<file path="config.mk">
export PLATFORM = sky130hd
export DESIGN_NAME = frame_pixel_sequencer_flat
export DESIGN_NICKNAME = d
export VERILOG_FILES = /design/src/rtl/frame_pixel_sequencer_if.sv /design/src/rtl/frame_pixel_sequencer.sv /design/src/flat_wrapper.sv
export SDC_FILE = /design/constraint.sdc
export NUM_CORES = 1
export LEC_CHECK = 0
export CAP_MARGIN = 20
export CORE_ASPECT_RATIO = 0.8
export CORE_MARGIN = 8
export CORE_UTILIZATION = 30
export CTS_BUF_LIST = sky130_fd_sc_hd__clkbuf_16
export DETAILED_ROUTE_END_ITERATION = 8
export PLACE_DENSITY = 0.53
export SYNTH_ARGS = -nofsm -noshare
export SYNTH_HDL_FRONTEND = slang
export SYNTH_SLANG_ARGS = --single-unit
</file>
<file path="constraint.sdc">
create_clock -name clk -period 6.6 [get_ports clk]
set_input_delay 1.32 -clock clk [delete_from_list [all_inputs] [get_ports clk]]
set_output_delay 1.32 -clock clk [all_outputs]
set_load 0.01 [all_outputs]
</file>
<file path="src/rtl/frame_pixel_sequencer_if.sv">
// Frame pixel sequencer bus bundle.
// Carries the frame-memory read port and the RGB pixel output stream.
//   mem_rd_en / mem_rd_addr : read strobe and linear address (driven by the sequencer)
//   mem_rd_data             : read data, valid the cycle after mem_rd_en
//   out_valid / out_ready   : output stream handshake
//   out_r/g/b               : pixel, gray replicated to all three channels
//   out_sof/eol/eof         : framing flags qualified by out_valid
// Modports: master = sequencer side, slave = memory/downstream side.
interface frame_pixel_sequencer_if #(
  parameter int unsigned ADDR_W = 16,
  parameter int unsigned PIX_W  = 8
);
  logic              mem_rd_en;
  logic [ADDR_W-1:0] mem_rd_addr;
  logic [PIX_W-1:0]  mem_rd_data;
  logic              out_valid;
  logic              out_ready;
  logic [PIX_W-1:0]  out_r;
  logic [PIX_W-1:0]  out_g;
  logic [PIX_W-1:0]  out_b;
  logic              out_sof;
  logic              out_eol;
  logic              out_eof;

  modport master (
    output mem_rd_en, mem_rd_addr,
    input  mem_rd_data,
    output out_valid,
    input  out_ready,
    output out_r, out_g, out_b, out_sof, out_eol, out_eof
  );

  modport slave (
    input  mem_rd_en, mem_rd_addr,
    output mem_rd_data,
    input  out_valid,
    output out_ready,
    input  out_r, out_g, out_b, out_sof, out_eol, out_eof
  );
endinterface

</file>
<file path="src/rtl/frame_pixel_sequencer.sv">
// Frame pixel sequencer.
// Reads one grayscale frame linearly out of frame memory (fixed 1-cycle read latency),
// buffers returned pixels in a small FIFO and streams them as RGB with valid/ready
// backpressure and sof/eol/eof framing.
// Ports:
//   clk, rst : clock, asynchronous active-high reset
//   start    : begin a frame (only honoured in idle)
//   abort    : synchronous cancel of the running frame
//   busy     : high while fetching or draining
//   done     : one-cycle pulse after the eof pixel is accepted
//   px_bus   : memory read port and pixel output stream (master side)
module frame_pixel_sequencer #(
  parameter int unsigned IMG_W      = 256,
  parameter int unsigned IMG_H      = 256,
  parameter int unsigned ADDR_W     = 16,
  parameter int unsigned PIX_W      = 8,
  parameter int unsigned FIFO_DEPTH = 4
) (
  input  logic                   clk,
  input  logic                   rst,
  input  logic                   start,
  input  logic                   abort,
  output logic                   busy,
  output logic                   done,
  frame_pixel_sequencer_if.master px_bus
);

  localparam int unsigned NumPix = IMG_W * IMG_H;
  localparam int unsigned ColW   = $clog2(IMG_W);
  localparam int unsigned RowW   = (IMG_H > 1) ? $clog2(IMG_H) : 1;
  localparam int unsigned PtrW   = (FIFO_DEPTH > 1) ? $clog2(FIFO_DEPTH) : 1;
  localparam int unsigned CntW   = $clog2(FIFO_DEPTH + 1);

  typedef logic [ADDR_W-1:0] addr_t;
  typedef logic [ColW-1:0]   col_t;
  typedef logic [RowW-1:0]   row_t;
  typedef logic [PtrW-1:0]   ptr_t;
  typedef logic [CntW-1:0]   cnt_t;
  typedef logic [PIX_W-1:0]  pix_t;

  localparam addr_t LastAddr = addr_t'(NumPix - 1);
  localparam col_t  LastCol  = col_t'(IMG_W - 1);
  localparam row_t  LastRow  = row_t'(IMG_H - 1);
  localparam ptr_t  LastPtr  = ptr_t'(FIFO_DEPTH - 1);

  typedef enum logic [1:0] {StIdle, StFetch, StDrain, StDone} state_e;

  state_e state_q, state_d;

  addr_t rd_addr_q;
  logic  inflight_q;
  pix_t  fifo_mem [FIFO_DEPTH];
  ptr_t  wr_ptr_q, rd_ptr_q;
  cnt_t  fifo_cnt_q;
  col_t  col_q;
  row_t  row_q;

  logic active, rd_en, last_issue, valid_int, xfer, push, clr, at_eol, at_eof;

  function automatic ptr_t ptr_inc(input ptr_t p);
    return (p == LastPtr) ? '0 : p + ptr_t'(1);
  endfunction

  always_comb begin
    active     = (state_q == StFetch) || (state_q == StDrain);
    // In-flight read already owns a FIFO slot, so it counts against the free space.
    rd_en      = (state_q == StFetch) &&
                 ((int'(fifo_cnt_q) + int'(inflight_q)) < FIFO_DEPTH);
    last_issue = rd_en && (rd_addr_q == LastAddr);
    valid_int  = active && (fifo_cnt_q != '0);
    // abort wins over a same-cycle handshake: nothing is consumed.
    xfer       = valid_int && px_bus.out_ready && !abort;
    push       = inflight_q && !abort;
    clr        = abort || !active;
    at_eol     = (col_q == LastCol);
    at_eof     = at_eol && (row_q == LastRow);
  end

  // FSM state register
  always_ff @(posedge clk or posedge rst) begin
    if (rst) begin
      state_q <= StIdle;
    end else begin
      state_q <= state_d;
    end
  end

  // FSM next state
  always_comb begin
    state_d = state_q;
    unique case (state_q)
      StIdle:  if (start && !abort) state_d = StFetch;
      StFetch: begin
        if (abort)           state_d = StIdle;
        else if (last_issue) state_d = StDrain;
      end
      StDrain: begin
        if (abort)               state_d = StIdle;
        else if (xfer && at_eof) state_d = StDone;
      end
      StDone:  state_d = StIdle;
      default: state_d = StIdle;
    endcase
  end

  // FSM outputs; data and flags are gated so everything reads 0 when not valid.
  always_comb begin
    busy               = active;
    done               = (state_q == StDone);
    px_bus.mem_rd_en   = rd_en;
    px_bus.mem_rd_addr = rd_addr_q;
    px_bus.out_valid   = valid_int;
    px_bus.out_r       = valid_int ? fifo_mem[rd_ptr_q] : '0;
    px_bus.out_g       = px_bus.out_r;
    px_bus.out_b       = px_bus.out_r;
    px_bus.out_sof     = valid_int && (row_q == '0) && (col_q == '0);
    px_bus.out_eol     = valid_int && at_eol;
    px_bus.out_eof     = valid_int && at_eof;
  end

  // Read address, in-flight flag, FIFO control and output-side framing counters.
  always_ff @(posedge clk or posedge rst) begin
    if (rst) begin
      rd_addr_q  <= '0;
      inflight_q <= 1'b0;
      wr_ptr_q   <= '0;
      rd_ptr_q   <= '0;
      fifo_cnt_q <= '0;
      col_q      <= '0;
      row_q      <= '0;
    end else if (clr) begin
      rd_addr_q  <= '0;
      inflight_q <= 1'b0;
      wr_ptr_q   <= '0;
      rd_ptr_q   <= '0;
      fifo_cnt_q <= '0;
      col_q      <= '0;
      row_q      <= '0;
    end else begin
      inflight_q <= rd_en;
      if (rd_en) rd_addr_q <= rd_addr_q + addr_t'(1);
      if (push)  wr_ptr_q  <= ptr_inc(wr_ptr_q);
      if (xfer)  rd_ptr_q  <= ptr_inc(rd_ptr_q);
      unique case ({push, xfer})
        2'b10:   fifo_cnt_q <= fifo_cnt_q + cnt_t'(1);
        2'b01:   fifo_cnt_q <= fifo_cnt_q - cnt_t'(1);
        default: fifo_cnt_q <= fifo_cnt_q;
      endcase
      if (xfer) begin
        if (at_eol) begin
          col_q <= '0;
          row_q <= at_eof ? '0 : row_q + row_t'(1);
        end else begin
          col_q <= col_q + col_t'(1);
        end
      end
    end
  end

  // FIFO storage needs no reset: contents are only visible while valid.
  always_ff @(posedge clk) begin
    if (push) fifo_mem[wr_ptr_q] <= px_bus.mem_rd_data;
  end

endmodule

</file>
<file path="src/flat_wrapper.sv">
// flat-port wrapper written by rule: the top's interface ports become plain ports
module frame_pixel_sequencer_flat 
#(
  parameter int unsigned IMG_W      = 256,
  parameter int unsigned IMG_H      = 256,
  parameter int unsigned ADDR_W     = 16,
  parameter int unsigned PIX_W      = 8,
  parameter int unsigned FIFO_DEPTH = 4
)
  (clk, rst, start, abort, busy, done, px_bus_mem_rd_en, px_bus_mem_rd_addr, px_bus_mem_rd_data, px_bus_out_valid, px_bus_out_ready, px_bus_out_r, px_bus_out_g, px_bus_out_b, px_bus_out_sof, px_bus_out_eol, px_bus_out_eof);
  frame_pixel_sequencer_if #(.ADDR_W(ADDR_W), .PIX_W(PIX_W)) px_bus_i ();
  input  logic clk;
  input  logic rst;
  input  logic start;
  input  logic abort;
  output logic busy;
  output logic done;
  output wire logic [$bits(px_bus_i.mem_rd_en)-1:0] px_bus_mem_rd_en;
  output wire logic [$bits(px_bus_i.mem_rd_addr)-1:0] px_bus_mem_rd_addr;
  input wire logic [$bits(px_bus_i.mem_rd_data)-1:0] px_bus_mem_rd_data;
  output wire logic [$bits(px_bus_i.out_valid)-1:0] px_bus_out_valid;
  input wire logic [$bits(px_bus_i.out_ready)-1:0] px_bus_out_ready;
  output wire logic [$bits(px_bus_i.out_r)-1:0] px_bus_out_r;
  output wire logic [$bits(px_bus_i.out_g)-1:0] px_bus_out_g;
  output wire logic [$bits(px_bus_i.out_b)-1:0] px_bus_out_b;
  output wire logic [$bits(px_bus_i.out_sof)-1:0] px_bus_out_sof;
  output wire logic [$bits(px_bus_i.out_eol)-1:0] px_bus_out_eol;
  output wire logic [$bits(px_bus_i.out_eof)-1:0] px_bus_out_eof;
  assign px_bus_mem_rd_en = px_bus_i.mem_rd_en;
  assign px_bus_mem_rd_addr = px_bus_i.mem_rd_addr;
  assign px_bus_i.mem_rd_data = px_bus_mem_rd_data;
  assign px_bus_out_valid = px_bus_i.out_valid;
  assign px_bus_i.out_ready = px_bus_out_ready;
  assign px_bus_out_r = px_bus_i.out_r;
  assign px_bus_out_g = px_bus_i.out_g;
  assign px_bus_out_b = px_bus_i.out_b;
  assign px_bus_out_sof = px_bus_i.out_sof;
  assign px_bus_out_eol = px_bus_i.out_eol;
  assign px_bus_out_eof = px_bus_i.out_eof;
  frame_pixel_sequencer #(.IMG_W(IMG_W), .IMG_H(IMG_H), .ADDR_W(ADDR_W), .PIX_W(PIX_W), .FIFO_DEPTH(FIFO_DEPTH)) u_core (.clk(clk), .rst(rst), .start(start), .abort(abort), .busy(busy), .done(done), .px_bus(px_bus_i));
endmodule
</file>
==> results.txt, run 1 <==
WS Path Type: register to primary output
die area: 16200 µm²
remaining routing DRC violations: 0
clk root buf: clkbuf_16
CP peak stage delay: 0.58 ns
setup violators final: 0
Nets: 404
clock power share: 39.6%
post-synth top area cell: dfrtp_1
Commonest cells post-synth: dfrtp_1, nor2_1, edfxtp_1
HP Class: register to register
vias: 2511
crit path cell chain: inv_1 > ha_1 > o31ai_2 > buf_4 > nor2b_1 > clkdlybuf4s50_1
Yosys reg bits: 74
pre-CTS setup slack: 3.04 ns
part of the power in registers: 40.0%
FILL cells: 1166
crit path launch type: register
syn avg cell area: 11.4 µm²
number of antenna violations at the first check in global routing: 0
leak pwr: 1.78 nW
final cycle utilization of the critical path: 57.4%
top cells by area, synth: dfrtp_1, edfxtp_1, ha_1, mux4_2, xor2_1
All-Layer GR Usage: 10.6%
Boundary Pins: 60
Switching Share: 27.9%
hold buffer count at CTS: 0
Inserted Clock Buffers: 9
Distinct cells, synth: 40
Area Overhead vs Synth: 26.2%
I/O Buffers: 59
Critical Path RT: 5.28 ns
status: finished, final reports clean
top_reg_cell synth: dfrtp_1
CTS Sinks: 74
WL final: 8.11 mm
async set-or-reset flop fraction in the synthesized netlist: 56.8%
CP bufs+invs: 3
Clock Skew: 0.00634 ns
row cnt: 36
Vias/cell: 4.73
post-route ant nets: 0
drt pass-1 iters: 4
crit path DAT: 2.47 ns
CTS tree: built
Int Pwr: 0.947 mW
dpl hpwl: 5.61 mm
core area: 12100 µm²
GP Congestion: 0.782
clk buf depth: 2
Slew headroom: 55.2%
global-route wire length before repair: 13.5 mm
Mapped Area: 3720 µm²
per-cell routed wire length: 15.3 µm
worst slew pin tran: 0.668 ns
Final Hold Vio Count: 0
Largest delay share family, worst path: buffers and inverters
# diodes: 0
Max VDD drop: 0.125 mV
Final WS setup: 2.81 ns
number of flops mapped to enable cells by yosys: 32
most frequent cell after synthesis: dfrtp_1
Final Max Tran Viols: 0
P_sw: 0.366 mW
total grt overflow: 0
largest net degree at the start of global routing: 43
cells after synthesis: 325
Post-CTS Setup Bufs: 0
sequential area share after synthesis: 54.1%
H-tree depth: 3
CP max stage cell: clkdlybuf4s50_1
proportion of layout cells with a drive suffix above 1: 9.50%
critical path endpoint category: primary output
area share of the largest cell type after synthesis: 28.3%
setup tns final: 0 ns
clock transition at the registers of the reported paths: 0.06 ns
Synth Warn #: 0
# resized after CTS: 0
Crit Path Max Fanout: 9
ratio of total power to cell area: 280 nW/µm²
Final min period: 3.79 ns
vias in the first global route: 2574
MaxCap Viol Count: 0
syn nets: 355
1st-iter DRT viols: 185
later-pin clock latency in the skew report: 0.33 ns
Die Wd: 140 µm
RSZ-0062 raised after global routing: no
fmax: 264 MHz
Die Y: 116 µm
Initial Utilization: 30.7%
combinational power share: 20.4%
## metrics by stage
step	hold WS (ns)	power [mW]	area [µm²]	instances	utilization [%]
2_1_floorplan	0.466	0.698	3720	325	-
3_3_place_gp	0.519	0.803	4370	514	36.0
3_5_place_dp	0.534	0.805	4370	514	36.0
4_1_cts	0.543	1.33	4690	530	38.7
5_1_grt	0.559	1.38	4690	531	38.7
6_report	0.542	1.31	4690	531	38.7
## cells by family after synthesis
logic type | Yosys count | share of synthesized area, %
buffers and inverters | 40 | 5.75
adder cells (fa/ha/maj) | 17 | 5.92
AND/OR/NAND/NOR | 129 | 17.6
XOR/XNOR | 26 | 6.12
AO/OA/AOI/OAI | 28 | 4.85
flip-flops | 74 | 54.1
multiplexers | 11 | 5.65
## registers in the layout, summed over array words and instances, names as in the netlist
signal and flops:
u_core.fifo_mem 32, u_core.px_bus.mem_rd_addr 16, u_core.col_q 8, u_core.row_q 8, u_core.fifo_cnt_q 3, u_core.rd_ptr_q 2
u_core.state_q 2, u_core.wr_ptr_q 2, u_core.inflight_q 1
## path summary, 6_finish.rpt
kind | startpoint | endpoint | slack [ns] | depth (start not counted)
min reg2reg | u_core.row_q[7]$_DFFE_PP0P_ | u_core.row_q[7]$_DFFE_PP0P_ | 0.54 | 1
min in group asynchronous | rst | u_core.px_bus.mem_rd_addr[0]$_DFFE_PP0P_ | 1.44 | 3
min | u_core.row_q[7]$_DFFE_PP0P_ | u_core.row_q[7]$_DFFE_PP0P_ | 0.54 | 1
max in group asynchronous | rst | u_core.row_q[1]$_DFFE_PP0P_ | 4.77 | 3
max | u_core.state_q[0]$_DFFE_PP0P_ | px_bus_out_b[1] | 2.81 | 6
max reg2reg | u_core.fifo_cnt_q[0]$_DFFE_PP0P_ | u_core.fifo_cnt_q[2]$_DFFE_PP0P_ | 4.08 | 7
## cell usage in the layout, fill, tap and decap left out, types with 4 or more instances in the layout
cell type	netlist	routed
ha_1	16	16
xor2_1	18	18
clkdlybuf4s50_1	0	59
xnor2_1	8	8
and3_1	10	10
o21ai_0	4	4
nand2_1	22	22
inv_1	16	17
mux4_2	8	8
dfrtp_1	42	42
clkbuf_16	0	9
a21oi_1	14	14
nand4_1	12	12
nand3_1	13	13
edfxtp_1	32	32
nor2_1	40	40
nor3_1	7	7
nor2b_1	9	9
## power groups by stage
stage          Sequential, mW  Combinational, mW  Clock (mW)
6_report                0.525              0.268       0.520
5_1_grt                 0.529              0.296       0.553
3_5_place_dp            0.534              0.271           0
4_1_cts                 0.525              0.271       0.535
3_3_place_gp            0.533              0.270           0
2_1_floorplan           0.530              0.168           0
## area by class of cell
| cell class | count | area (µm²) | share of cell area [%] |
|---|---|---|---|
| tap | 152 | 190 | 4.05 |
| timing repair buffer | 62 | 613 | 13.1 |
| sequential | 74 | 2010 | 42.9 |
| inverter | 16 | 60.1 | 1.28 |
| clock buffer | 9 | 225 | 4.80 |
| clock inverter | 7 | 95.1 | 2.03 |
| multi-input combinational | 211 | 1500 | 31.9 |
## layer usage
layer	vias to the layer above	share of wire, %	global-route usage, %
li1	1231	-	-
met5	-	0	0
met4	0	1.1	4.00
met1	1228	47	13.5
met2	44	46	16.5
met3	8	5.6	3.54
Note: power is estimated with default switching activity, not from simulation.
==> run 2, diff against run 1 <==
--- a/config.mk
+++ b/config.mk
@@ -11,7 +11,7 @@
 export CORE_UTILIZATION = 30
 export CTS_BUF_LIST = sky130_fd_sc_hd__clkbuf_16
 export DETAILED_ROUTE_END_ITERATION = 8
-export PLACE_DENSITY = 0.53
+export PLACE_DENSITY = 0.55
 export SYNTH_ARGS = -nofsm -noshare
 export SYNTH_HDL_FRONTEND = slang
 export SYNTH_SLANG_ARGS = --single-unit
==> constraint.sdc (replaced) <==
create_clock -name clk -period 3.4 [get_ports clk]
set_input_delay 0.68 -clock clk [delete_from_list [all_inputs] [get_ports clk]]
set_output_delay 0.68 -clock clk [all_outputs]
set_load 0.01 [all_outputs]
==> results.txt, run 2 (synthesis results as in run 1) <==
status: finished, final reports clean
Die Y: 116 µm
setup violators final: 0
per-cell routed wire length: 15.3 µm
Initial Utilization: 30.7%
Max VDD drop: 0.248 mV
fmax: 329 MHz
dpl hpwl: 5.82 mm
Int Pwr: 1.84 mW
P_sw: 0.702 mW
Nets: 404
Final WS setup: 0.362 ns
met3 Use GR: 4.03%
worst slew pin tran: 0.677 ns
leak pwr: 1.77 nW
Slew headroom: 54.5%
Largest delay share family, worst path: buffers and inverters
HP Class: register to register
critical path endpoint category: primary output
Boundary Pins: 60
max reg flops: 32
Inserted Clock Buffers: 9
hold buffer count at CTS: 0
Switching Share: 27.7%
combinational power share: 20.5%
1st-iter DRT viols: 169
Area Overhead vs Synth: 26.2%
clk root buf: clkbuf_16
largest net degree at the start of global routing: 43
Post-CTS Setup Bufs: 0
CTS Sinks: 74
Die Wd: 140 µm
Final Max Tran Viols: 0
Final min period: 3.04 ns
later-pin clock latency in the skew report: 0.33 ns
# diodes: 0
Clock Skew: 0.00461 ns
Crit Path Max Fanout: 7
CP max stage cell: clkdlybuf4s50_1
core area: 12100 µm²
Vias/cell: 4.78
CP bufs+invs: 3
final cycle utilization of the critical path: 89.4%
global-route wire length before repair: 13.6 mm
ratio of total power to cell area: 541 nW/µm²
RSZ-0062 raised after global routing: no
proportion of layout cells with a drive suffix above 1: 9.76%
vias in the first global route: 2602
met1 Use GR: 13.0%
drt pass-1 iters: 4
WL final: 8.10 mm
row cnt: 36
GP Congestion: 0.816
clock power share: 39.4%
H-tree depth: 3
die area: 16200 µm²
M2 GR Usage: 17.5%
MaxCap Viol Count: 0
WS Path Type: register to primary output
commonest non-fill, non-tap cells in the layout: clkdlybuf4s50_1, dfrtp_1, nor2_1
CTS tree: built
crit path DAT: 2.36 ns
vias: 2536
clk buf depth: 2
setup tns final: 0 ns
crit path launch type: register
Biggest register: u_core.fifo_mem
CP peak stage delay: 0.59 ns
Final Hold Vio Count: 0
post-layout util: 38.7%
most common cell after layout, fill and taps aside: clkdlybuf4s50_1
pre-CTS setup slack: 0.545 ns
part of the power in registers: 40.1%
clock transition at the registers of the reported paths: 0.06 ns
crit path cell chain: inv_1 > ha_1 > o31ai_2 > buf_4 > nor3_1 > clkdlybuf4s50_1
post-route ant nets: 0
number of antenna violations at the first check in global routing: 0
total grt overflow: 0
# resized after CTS: 0
remaining routing DRC violations: 0
Critical Path RT: 2.72 ns
Pwr Total: 2.54 mW
I/O Buffers: 59
Inst Count DP: 515
All-Layer GR Usage: 10.7%
fin cells: 531
GR peak layer: met2
FILL cells: 1158
run 2: cell count changes in the layout (fill, tap and decap cells not counted), sizes merged:
cell | previous run | this run
clkinv | 4 | 3
clkinvlp | 0 | 2
inv | 17 | 16
run 2: worst register-to-register path: cells and delay by family (launching register included):
kind                       cells  cell delay (ns)
xor gates and xnor gates       1             0.15
and+or+nand+nor                2             0.40
AOI/OAI and AO/OA              2             0.75
DFF                            1             0.47
adders and majority gates      2             0.65
run 2: power by group through the flow:
stage               clock network (mW)  registers, mW  logic (mW)
floorplan                            0           1.03       0.326
global placement                     0           1.03       0.525
detailed placement                   0           1.04       0.535
CTS                               1.02           1.02       0.538
global route                      1.07           1.03       0.579
finish                            1.00           1.02       0.520
run 2: area by class of cell:
| class | count | area (µm²) | area share (%) |
|---|---|---|---|
| Timing Repair Buffer | 62 | 613 | 13.1 |
| Sequential cell | 74 | 2010 | 42.9 |
| Clock buffer | 9 | 225 | 4.80 |
| Multi-Input combinational cell | 211 | 1500 | 31.9 |
| Clock inverter | 7 | 93.8 | 2.00 |
| Tap cell | 152 | 190 | 4.05 |
| Inverter | 16 | 60.1 | 1.28 |
run 2: worst paths after layout:
check / startpoint / end / slack [ns] / depth (start not counted)
worst min register to register: u_core.row_q[7]$_DFFE_PP0P_ / u_core.row_q[7]$_DFFE_PP0P_ / 0.52 / 1
worst min-delay path: u_core.row_q[7]$_DFFE_PP0P_ / u_core.row_q[7]$_DFFE_PP0P_ / 0.52 / 1
worst max-delay path: u_core.state_q[0]$_DFFE_PP0P_ / px_bus_out_eof / 0.36 / 6
min in group asynchronous: rst / u_core.row_q[2]$_DFFE_PP0P_ / 0.80 / 3
max in group asynchronous: rst / u_core.px_bus.mem_rd_addr[14]$_DFFE_PP0P_ / 2.22 / 3
worst max register to register: u_core.fifo_cnt_q[2]$_DFFE_PP0P_ / u_core.fifo_cnt_q[2]$_DFFE_PP0P_ / 0.92 / 7
run 2: layer usage:
| layer | share of wire (%) | routed length (µm) |
|---|---|---|
| met5 | 0 | 0 |
| met4 | 0.53 | 43 |
| met3 | 6.2 | 503 |
| met2 | 47 | 3850 |
| met1 | 46 | 3710 |
run 2: stage by stage:
| step | hold WS, ns | cell area (µm²) |
|---|---|---|
| after CTS | 0.510 | 4690 |
| final | 0.519 | 4690 |
| after floorplan | 0.466 | 3720 |
| after global routing | 0.540 | 4690 |
| after global placement | 0.508 | 4370 |
| after detailed placement | 0.503 | 4370 |
